## config.mk

```make
export PLATFORM = sky130hd
export DESIGN_NAME = cordic_serial_tx
export DESIGN_NICKNAME = d
export VERILOG_FILES = /design/src/rtl/cordic_pkg.sv /design/src/rtl/cordic_serial_tx.sv
export SDC_FILE = /design/constraint.sdc
export NUM_CORES = 1
export LEC_CHECK = 0
export CORE_AREA = 5 5 88 90
export DETAILED_ROUTE_END_ITERATION = 10
export DIE_AREA = 0 0 93 95
export PLACE_DENSITY_LB_ADDON = 0.05
export SYNTH_ARGS = -nofsm -noshare
export SYNTH_HDL_FRONTEND = slang
export SYNTH_SLANG_ARGS = --single-unit
```

## constraint.sdc

```tcl
create_clock -name clk -period 2.3 [get_ports clk]
set_input_delay 0.46 -clock clk [delete_from_list [all_inputs] [get_ports clk]]
set_output_delay 0.46 -clock clk [all_outputs]
set_load 0.01 [all_outputs]
```

## src/rtl/cordic_pkg.sv

```systemverilog
// Shared constants and frame-state type for the 2-bit-digit CORDIC stage link.
package cordic_pkg;

  localparam int unsigned CORDIC_W  = 12;
  localparam int unsigned DIGIT_W   = 2;
  localparam int unsigned NDIG      = 6;
  localparam int unsigned FRAME_LEN = 7;
  localparam int unsigned GUARD_LEN = 7;

  typedef enum logic [1:0] {
    IDLE,
    START,
    DIG
  } tx_st_t;

endpackage

```

## src/rtl/cordic_serial_tx.sv

```systemverilog
// Link transmitter: buffers one parallel {X,Y,A,IS} word, then emits a Rdy pulse
// followed by NDIG digits per word, LSB first, into CORDIC stage 0.
module cordic_serial_tx #(
  parameter int unsigned DATA_W    = cordic_pkg::CORDIC_W,
  parameter int unsigned DIGIT_W   = cordic_pkg::DIGIT_W,
  parameter int unsigned NDIG      = cordic_pkg::NDIG,
  parameter int unsigned GUARD_LEN = cordic_pkg::GUARD_LEN
) (
  input  logic               clk,
  input  logic               rst,
  input  logic               in_valid,
  output logic               in_ready,
  input  logic [DATA_W-1:0]  in_x,
  input  logic [DATA_W-1:0]  in_y,
  input  logic [DATA_W-1:0]  in_a,
  input  logic               in_is,
  output logic [DIGIT_W-1:0] Xout,
  output logic [DIGIT_W-1:0] Yout,
  output logic [DIGIT_W-1:0] Aout,
  output logic               ISout,
  output logic               Rdy,
  output logic               busy,
  output logic [7:0]         frm_cnt
);

  import cordic_pkg::*;

  localparam int unsigned GW = $clog2(GUARD_LEN + 1);
  localparam logic [2:0]  LAST_DIG = 3'(NDIG - 1);

  tx_st_t            st_q, st_d;
  logic [2:0]        dig_q, dig_d;
  logic [GW-1:0]     guard_q, guard_d;
  logic              bfull_q, bfull_d;
  logic [DATA_W-1:0] bx_q, bx_d, by_q, by_d, ba_q, ba_d;
  logic              bis_q, bis_d;
  logic [DATA_W-1:0] sx_q, sx_d, sy_q, sy_d, sa_q, sa_d;
  logic              is_q, is_d;
  logic [7:0]        frm_q, frm_d;
  logic              accept;

  assign in_ready = !bfull_q && (guard_q == '0);
  assign accept   = in_valid && in_ready;

  always_comb begin
    st_d    = st_q;
    dig_d   = dig_q;
    guard_d = (guard_q == '0) ? guard_q : guard_q - GW'(1);
    bfull_d = bfull_q;
    bx_d    = bx_q;
    by_d    = by_q;
    ba_d    = ba_q;
    bis_d   = bis_q;
    sx_d    = sx_q;
    sy_d    = sy_q;
    sa_d    = sa_q;
    is_d    = is_q;
    frm_d   = frm_q;

    if (accept) begin
      bfull_d = 1'b1;
      bx_d    = in_x;
      by_d    = in_y;
      ba_d    = in_a;
      bis_d   = in_is;
    end

    case (st_q)
      // A word accepted while idle starts its frame on the very next cycle.
      IDLE: begin
        if (bfull_q || accept) st_d = START;
      end
      START: begin
        st_d    = DIG;
        dig_d   = '0;
        sx_d    = bx_q;
        sy_d    = by_q;
        sa_d    = ba_q;
        is_d    = bis_q;
        bfull_d = 1'b0;
        frm_d   = frm_q + 8'd1;
      end
      DIG: begin
        sx_d = sx_q >> DIGIT_W;
        sy_d = sy_q >> DIGIT_W;
        sa_d = sa_q >> DIGIT_W;
        if (dig_q == LAST_DIG) begin
          st_d = bfull_q ? START : IDLE;
        end else begin
          dig_d = dig_q + 3'd1;
        end
      end
      default: st_d = IDLE;
    endcase
  end

  always_ff @(posedge clk) begin
    if (rst) begin
      st_q    <= IDLE;
      dig_q   <= '0;
      guard_q <= GW'(GUARD_LEN);
      bfull_q <= 1'b0;
      bx_q    <= '0;
      by_q    <= '0;
      ba_q    <= '0;
      bis_q   <= 1'b0;
      sx_q    <= '0;
      sy_q    <= '0;
      sa_q    <= '0;
      is_q    <= 1'b0;
      frm_q   <= '0;
    end else begin
      st_q    <= st_d;
      dig_q   <= dig_d;
      guard_q <= guard_d;
      bfull_q <= bfull_d;
      bx_q    <= bx_d;
      by_q    <= by_d;
      ba_q    <= ba_d;
      bis_q   <= bis_d;
      sx_q    <= sx_d;
      sy_q    <= sy_d;
      sa_q    <= sa_d;
      is_q    <= is_d;
      frm_q   <= frm_d;
    end
  end

  assign Rdy     = (st_q == START);
  assign Xout    = (st_q == DIG) ? sx_q[DIGIT_W-1:0] : '0;
  assign Yout    = (st_q == DIG) ? sy_q[DIGIT_W-1:0] : '0;
  assign Aout    = (st_q == DIG) ? sa_q[DIGIT_W-1:0] : '0;
  assign ISout   = is_q;
  assign busy    = (st_q != IDLE) || bfull_q;
  assign frm_cnt = frm_q;

endmodule

```

### Word level (Yosys, flattened, before mapping)

Cells that the tools add are included.

* flip-flop bits (word level): 91
* bits of input ports: 40
* word-level logic and storage cells: 46

* $add $sub $neg: 3
* equal/unequal tests: 6
* muxes and demuxes: 12
* reductions and logical operators: 12

Operators by type and width (number)
* 12-bit case mux with 2 select lines: 3
* 2-bit 2-to-1 mux: 5
* 8-bit by 1-bit adder with 8-bit output (second input constant): 1
* 2-bit != test (second input constant): 3
* 2-bit case mux with 3 select lines: 1
* 3-bit case mux with 2 select lines: 1
* 2-bit AND reduction: 2
* 2-bit nonzero test: 2
* 3-bit by 1-bit adder with 3-bit output (second input constant): 1
* 3-bit == test (second input constant): 1
* 3-bit logical NOT: 1
* 3-bit 2-to-1 mux: 1
* 3-bit by 1-bit subtractor with 3-bit output (second input constant): 1
* 2-bit by 1-bit == test with 1-bit output (second input constant): 1
* 2-bit == test (second input constant): 1
* 1-bit logical AND: 2
* 2-bit logical NOT: 1
* 1-bit logical OR: 2
* 2-bit OR reduction: 1
* 1-bit logical NOT: 1
* 1-bit 2-to-1 mux: 1

### Logic depth before layout (Yosys ltp)

Gate-level depths: netlist of the first run.

* word-level depth: 6
* mapped depth: 7
* gate-level depth less buffers: 5

### Worst setup path before layout of the first run

Ideal clock, no wire load.

* path kind: reg2out
* start point: reg st_q[0]
* end point: out Aout[0]
* arrival time: 1.123 ns
* path slack: 0.717 ns
* stages on the path, launching flop included: 6
* path through: dfxtp_1 -> inv_1 -> ha_1 -> buf_4 -> clkbuf_1 -> and2_1

* word-level cells in the longest chain between the ends: 2

Ends and longest elaborated chain
* start, declared: RTL line cordic_serial_tx.sv:31 `tx_st_t st_q, st_d;`
* start signal, assigned: RTL line cordic_serial_tx.sv:113 `st_q <= st_d;`
* 2-bit == test: RTL line cordic_serial_tx.sv:132 `assign Aout = (st_q == DIG) ? sa_q[DIGIT_W-1:0] : '0;`
* 2-bit 2-to-1 mux: RTL line cordic_serial_tx.sv:132
* end, declared: RTL line cordic_serial_tx.sv:19 `output logic [DIGIT_W-1:0] Aout,`

No other way between the ends.

### Worst setup path in the final report of the first run

* start point: reg st_q[0]
* end point: out Xout[0]

* word-level cells in the longest chain between the ends: 2

Ends and longest elaborated chain
* 2-bit == test: RTL line cordic_serial_tx.sv:130 `assign Xout = (st_q == DIG) ? sx_q[DIGIT_W-1:0] : '0;`
* 2-bit 2-to-1 mux: RTL line cordic_serial_tx.sv:130
* end, declared: RTL line cordic_serial_tx.sv:17 `output logic [DIGIT_W-1:0] Xout,`

No other way between the ends.

==> summary.md, run 1 <==
| Metric | Value |
|---|---|
| Outcome | `finished, final reports clean` |
| CP Max Fanout | `8` |
| Leakage power | `1.55 nW` |
| Clock tree from TritonCTS | `done` |
| Die Area | `8840 µm²` |
| Largest net degree at the start of global routing | `73` |
| CTS buffer count | `9` |
| H-tree depth | `3` |
| Clock power share | `30.9%` |
| Worst Setup Start Kind | `flop` |
| Final hold violations | `0` |
| Tmin final | `2190 ps` |
| CP Class | `flop to output pin` |
| Switching share of power | `27.4%` |
| Ports | `58` |
| WP data required | `1840 ps` |
| Peak supply drop | `0.410 mV` |
| Layout Nets | `524` |
| Clock Latency Late Sink | `340 ps` |
| Setup violations, final | `0` |
| GR Overflow Total | `0` |
| Sequential power share | `49.6%` |
| Arrival @ worst endpoint | `1730 ps` |
| Port Buf Inserts | `57` |
| Mapped Nets | `473` |
| FF+latch count, synth | `91` |
| R2R depth | `6` |
| Clock Skew | `7.76 ps` |
| Crit path to | `Xout[0]` |
| Cells after Synth | `424` |
| CTS sink cnt | `91` |
| Cell Area, Placed | `4420 µm²` |
| Final non-filler cell total | `562` |
| Cell Int Power | `2.73 mW` |
| Layout cells sized above 1 | `8.54%` |
| Initial core utilization | `53.9%` |
| Comb pwr share | `19.5%` |
| Routed Antenna Nets | `0` |
| Syn_area_per_cell | `8.88 µm²` |
| Post-Place Cells | `543` |
| Routability cong. | `0.748` |
| Crit Reg-Reg Endpoint | `st_q[0]` |
| Seq/Total Area, Yosys | `48.4%` |
| Crit Reg-Reg Startpoint | `st_q[0]` |
| Vias in the first global route | `2782` |
| Post-synth top flop | `dfxtp_1` |
| Warnings, synthesis | `0` |
| Post-route cell area | `4670 µm²` |
| NetSw | `1.03 mW` |
| Die H | `95 µm` |
| Die W | `93 µm` |
| Async SR Flop Fraction | `0%` |
| Global-route wire length before repair | `12.5 mm` |
| Setup TNS Final | `0 ps` |
| # DRC | `0` |
| HPWL after DPL | `4.88 mm` |
| Critical path capture point type | `output pin` |
| Max cap viols | `0` |
| R2r setup slk | `500 ps` |
| Routed vias/inst | `5.26` |
| Slew margin rel. | `62.4%` |
| Cell Area, Synth | `3770 µm²` |
| Drt initial violations | `125` |
| Worst Tran Pin Value | `564 ps` |
| Number of distinct library cells after synthesis | `35` |
| Commonest non-fill, non-tap cell in the layout | `dfxtp_1` |
| Overall global routing resource usage | `17.5%` |
| Core area | `6980 µm²` |
| Final Cycle Share | `95.2%` |
| DRT Pass-1 Iters | `4` |
| Commonest cells after routing, fill and taps aside | `91 x dfxtp_1, 78 x nand2_1, 55 x clkdlybuf4s50_1, 51 x a21oi_1, 40 x nor2_1` |
| Number of flops mapped to enable cells by yosys | `0` |
| CP startpoint | `st_q[0]` |
| Worst hold-check path type | `flop to flop` |
| Clock Root Buffer | `clkbuf_8` |
| Pwr Density | `805 nW/µm²` |
| Reg clk slew, reported paths | `90 ps` |
| Total Wirelength | `7.48 mm` |
| Clock tree buffer depth | `2` |
| RSZ-0062 raised after global routing | `false` |
| # diodes | `0` |
| Layout area overhead | `24.0%` |
| Via count | `2956` |
| Num rows | `31` |
| Pins Over Slew Limit | `0` |
| Initial antenna violation count | `0` |
| Fmax | `457 MHz` |
| WL/cell | `13.3 µm` |
## registers in the layout, summed over array words and instances, names as in the netlist, 2 cells and up
register,cells
bx_q,12
guard_q,3
frm_cnt,8
dig_q,3
ba_q,12
sa_q,12
st_q,2
by_q,12
sx_q,12
sy_q,12
## worst min path at each step
stage          startpoint       to  slack, ps  cells after the start
3_3_place_gp      bx_q[6]  bx_q[6]        440                      2
4_1_cts           by_q[4]  by_q[4]        460                      2
6_report          bx_q[6]  bx_q[6]        460                      2
2_1_floorplan     ba_q[0]  ba_q[0]        440                      2
5_1_grt           by_q[4]  by_q[4]        470                      2
3_5_place_dp      by_q[4]  by_q[4]        450                      2
## worst max-delay path: stages (launching register included)
cell and delay [ps]:
dfxtp_1 340, inv_1 140, ha_4 220, and2_1 150, clkdlybuf4s50_1 530
## synth_stat cells (2+ instances only)
| cell | number | area share [%] |
|---|---|---|
| buf_4 | 6 | 1.2 |
| o31ai_1 | 2 | 0.40 |
| ha_1 | 9 | 3.0 |
| nand2b_1 | 13 | 2.2 |
| and2_1 | 6 | 1.0 |
| inv_1 | 6 | 0.60 |
| nand3_1 | 2 | 0.27 |
| buf_2 | 5 | 0.66 |
| nor3_1 | 2 | 0.27 |
| o21ai_0 | 2 | 0.27 |
| nand2_1 | 78 | 7.8 |
| a21oi_1 | 51 | 6.8 |
| nor2_1 | 40 | 4.0 |
| nand3b_1 | 7 | 1.4 |
| xor2_1 | 3 | 0.70 |
| dfxtp_1 | 91 | 48 |
| clkbuf_1 | 20 | 2.0 |
| a211oi_1 | 30 | 6.0 |
| mux2i_1 | 34 | 9.0 |
| xnor2_1 | 2 | 0.47 |
## metrics by stage
stage	worst slack, ps	power, mW	hold WS [ps]	utilization [%]
floorplan	717	2.40	436	-
global placement	291	2.61	441	63.2
detailed placement	276	2.63	447	63.2
CTS	5.37	3.79	459	66.5
global route	40.0	3.97	471	66.9
finish	110	3.76	456	66.9
## timing repair
action	in CTS	in global routing
setup buffers	0	3
setup endpoints to repair	6	7
endpoints found under the hold margin	0	0
resized for setup	1	2
hold buffers	0	0
## routing by layer
layer  track usage (%)  routed length, µm
met1              20.9               3480
met2              30.6               3550
met3              3.75                354
met4              7.45                 98
met5                 0                  0
## area by class of cell
cell class / count / area (µm²)
timing repair buffer: 72 / 718
multi-input combinational: 295 / 1790
clock buffer: 10 / 128
fill: 585 / 2310
inverter: 6 / 22.5
clock inverter: 6 / 90.1
sequential: 91 / 1820
tap: 82 / 103
## kinds of logic (layout without fill, tap and decap cells)
group,count (synthesis),after routing,share of synthesized area [%]
AOI/OAI and AO/OA,88,88,14.0
xor gates and xnor gates,5,5,1.16
buffers and inverters,38,94,4.75
and+or+nand+nor,158,158,19.4
DFF,91,91,48.4
muxes,35,35,9.34
adders and majority gates,9,9,2.99
## power groups by stage
stage / Sequential [mW] / Clock (mW) / Combinational (mW)
final: 1.86 / 1.16 / 0.735
after global placement: 1.89 / 0 / 0.713
after floorplan: 1.88 / 0 / 0.519
after global routing: 1.89 / 1.26 / 0.824
after CTS: 1.86 / 1.19 / 0.738
after detailed placement: 1.90 / 0 / 0.730
No activity file was read; power rests on OpenSTA's default activity.
==> inputs of run 2 (changes only) <==
--- a/config.mk
+++ b/config.mk
@@ -5,9 +5,9 @@
 export SDC_FILE = /design/constraint.sdc
 export NUM_CORES = 1
 export LEC_CHECK = 0
-export CORE_AREA = 5 5 88 90
+export CORE_AREA = 2 2 92 94
 export DETAILED_ROUTE_END_ITERATION = 10
-export DIE_AREA = 0 0 93 95
+export DIE_AREA = 0 0 94 96
 export PLACE_DENSITY_LB_ADDON = 0.05
 export SYNTH_ARGS = -nofsm -noshare
 export SYNTH_HDL_FRONTEND = slang
==> constraint.sdc (replaced) <==
create_clock -name clk -period 1.9 [get_ports clk]
set_input_delay 0.38 -clock clk [delete_from_list [all_inputs] [get_ports clk]]
set_output_delay 0.38 -clock clk [all_outputs]
set_load 0.01 [all_outputs]
==> run 2 against run 1 <==
Effect of this change:
- register-to-register slack worse by 430 ps
- core utilization decreased by 8.6 points
- final cell count rose by 4.4%
- clock-buffer cell count grew 1
- hold slack got worse by 78 ps
- first-iteration DRC count decreased by 51%
- clock power is 16% higher
- sequential share of layout area shrank 0.14 points
- non-clock buffer count rose by 2
- die area is 2.1% higher
- critical path type is now flop to flop
- largest cell class unchanged
==> summary.md, run 2 (synthesis gave the netlist of run 1 again) <==
| Metric | Value |
|---|---|
| Clock Skew | `9.81 ps (+2.06 ps)` |
| Crit Reg-Reg Startpoint | `st_q[0]` |
| Final hold violations | `0 (unchanged)` |
| Layout cells sized above 1 | `11.0% (+2.5 points)` |
| CTS sink cnt | `91 (unchanged)` |
| Pwr Density | `962 nW/µm² (+19%)` |
| Outcome | `finished, final reports clean` |
| Setup TNS Final | `0 ps (unchanged)` |
| Routability cong. | `0.746 (-0.19%)` |
| Global-route wire length before repair | `12.5 mm (-0.11%)` |
| Core area | `8050 µm² (+15%)` |
| Worst Tran Pin Value | `425 ps (-139 ps)` |
| Clock tree buffer depth | `2 (unchanged)` |
| Fill cells | `751 (+28%)` |
| Die Area | `9020 µm² (+2.1%)` |
| Commonest non-fill, non-tap cell in the layout | `dfxtp_1` |
| Fmax | `546 MHz` |
| Crit Reg-Reg Endpoint | `st_q[0]` |
| R2r setup slk | `70 ps (-430 ps)` |
| R2R depth | `9 (+3)` |
| Cell Area, Placed | `4450 µm² (+0.71%)` |
| Peak supply drop | `0.373 mV (-9.0%)` |
| Die H | `96 µm (+1.1%)` |
| Largest net degree at the start of global routing | `73 (unchanged)` |
| Hold path cells | `2 (unchanged)` |
| Hold-fix buffers, CTS | `0 (unchanged)` |
| Via count | `2964 (+0.27%)` |
| Worst Hold Launch | `rst` |
| Pins Over Slew Limit | `0 (unchanged)` |
| Drt initial violations | `61 (-51%)` |
| Vias in the first global route | `2731 (-1.8%)` |
| Worst Setup Start Kind | `flop` |
| Total Wirelength | `7.52 mm (+0.53%)` |
| Clock Root Buffer | `clkbuf_8` |
| WL/cell | `12.8 µm (-3.7%)` |
| Die W | `94 µm (+1.1%)` |
| H-tree depth | `3 (unchanged)` |
| Tmin final | `1830 ps` |
| Post-route cell area | `4690 µm² (+0.51%)` |
| DRT Pass-1 Iters | `4 (unchanged)` |
| CP Class | `flop to flop` |
| Initial core utilization | `46.8% (-7.2 points)` |
| Final Cycle Share | `96.5%` |
| Layout area overhead | `24.7%` |
| Num rows | `33 (+6.5%)` |
| Ports | `58 (unchanged)` |
| Initial antenna violation count | `0 (unchanged)` |
| Clock tree from TritonCTS | `done` |
| Routed Antenna Nets | `0 (unchanged)` |
| CP Max Fanout | `17 (+9)` |
| Layout Nets | `526 (+0.38%)` |
| CTS buffer count | `9 (unchanged)` |
| Reg clk slew, reported paths | `90 ps (about the same)` |
| Clock Latency Late Sink | `350 ps (about the same)` |
| Worst hold-check path type | `input port to flop` |
| HPWL after DPL | `4.72 mm (-3.2%)` |
| Max cap viols | `0 (unchanged)` |
| Setup violations, final | `0 (unchanged)` |
| Post-Place Cells | `568 (+4.6%)` |
| Arrival @ worst endpoint | `2070 ps (+340 ps)` |
| Worst Hold Path EP | `dig_q[0]` |
| Leakage power | `1.58 nW (+2.3%)` |
| # DRC | `0 (unchanged)` |
| Port Buf Inserts | `57 (unchanged)` |
| Overall global routing resource usage | `17.5% (-0.037 points)` |
| Critical path capture point type | `flop` |
| GR Overflow Total | `0 (unchanged)` |
| WP data required | `2140 ps (+300 ps)` |
| # diodes | `0 (unchanged)` |
| Final non-filler cell total | `587 (+4.4%)` |
| Slew margin rel. | `71.6% (+9.2 points)` |
| Routed vias/inst | `5.05 (-4.0%)` |
| Commonest cells after routing, fill and taps aside | `89 x dfxtp_1, 78 x nand2_1, 50 x a21oi_1, 47 x clkdlybuf4s50_1, 40 x nor2_1` |
| Tot Pwr | `4.51 mW (+20%)` |
-- run 2: layout make-up --
class / count / area (µm²) / share of cell area, %
Timing Repair Buffer: 74 / 699 / 14.9
Sequential cell: 91 / 1820 / 38.9
Multi-Input combinational cell: 295 / 1810 / 38.5
Clock buffer: 11 / 151 / 3.22
Clock inverter: 5 / 60.1 / 1.28
Tap cell: 105 / 131 / 2.80
Inverter: 6 / 22.5 / 0.480
-- run 2: layer usage --
layer,GRT usage (%),share of wire [%],up-vias
li1,-,-,1540
met1,22.4,49,1373
met2,29.1,46,45
met3,4.54,3.6,6
met4,5.43,1.0,0
met5,0,0,-
-- run 2: how the worst max path moves through the flow --
stage                     startpoint  depth (start not counted)         end
after floorplan              st_q[1]                          6  frm_cnt[7]
after detailed placement     st_q[0]                          4     Xout[0]
after CTS                    st_q[0]                          5     Yout[1]
final                        st_q[0]                          9     st_q[0]
after global placement       st_q[0]                          4     Xout[0]
after global routing         st_q[0]                          9     st_q[0]
-- run 2: critical path: stages, from the launching register on --
cell	delay, ps
dfxtp_2	360
inv_2	60
ha_4	180
buf_4	150
buf_4	160
buf_4	130
buf_4	200
a21oi_2	170
nor3_1	50
mux2_2	260
-- run 2: timing repair --
item | in CTS | in global routing
pin swaps | 0 | 0
gates resized for setup | 18 | 6
endpoints found under the setup margin | 9 | 6
setup buffers | 2 | 1
cloned | 0 | 0
-- run 2: report_power, final --
group / switching, mW / internal, mW
registers: 0.123 / 2.13
logic: 0.476 / 0.432
clock network: 0.663 / 0.685
-- run 2: metrics by stage --
step | hold slack (ps) | util, % | setup WS [ps]
CTS | 369 | 58.2 | 12.3
finish | 377 | 58.3 | 67.2
global placement | 442 | 55.2 | 42.6
detailed placement | 446 | 55.2 | 6.32
global route | 375 | 58.3 | -6.91
floorplan | 436 | - | 349
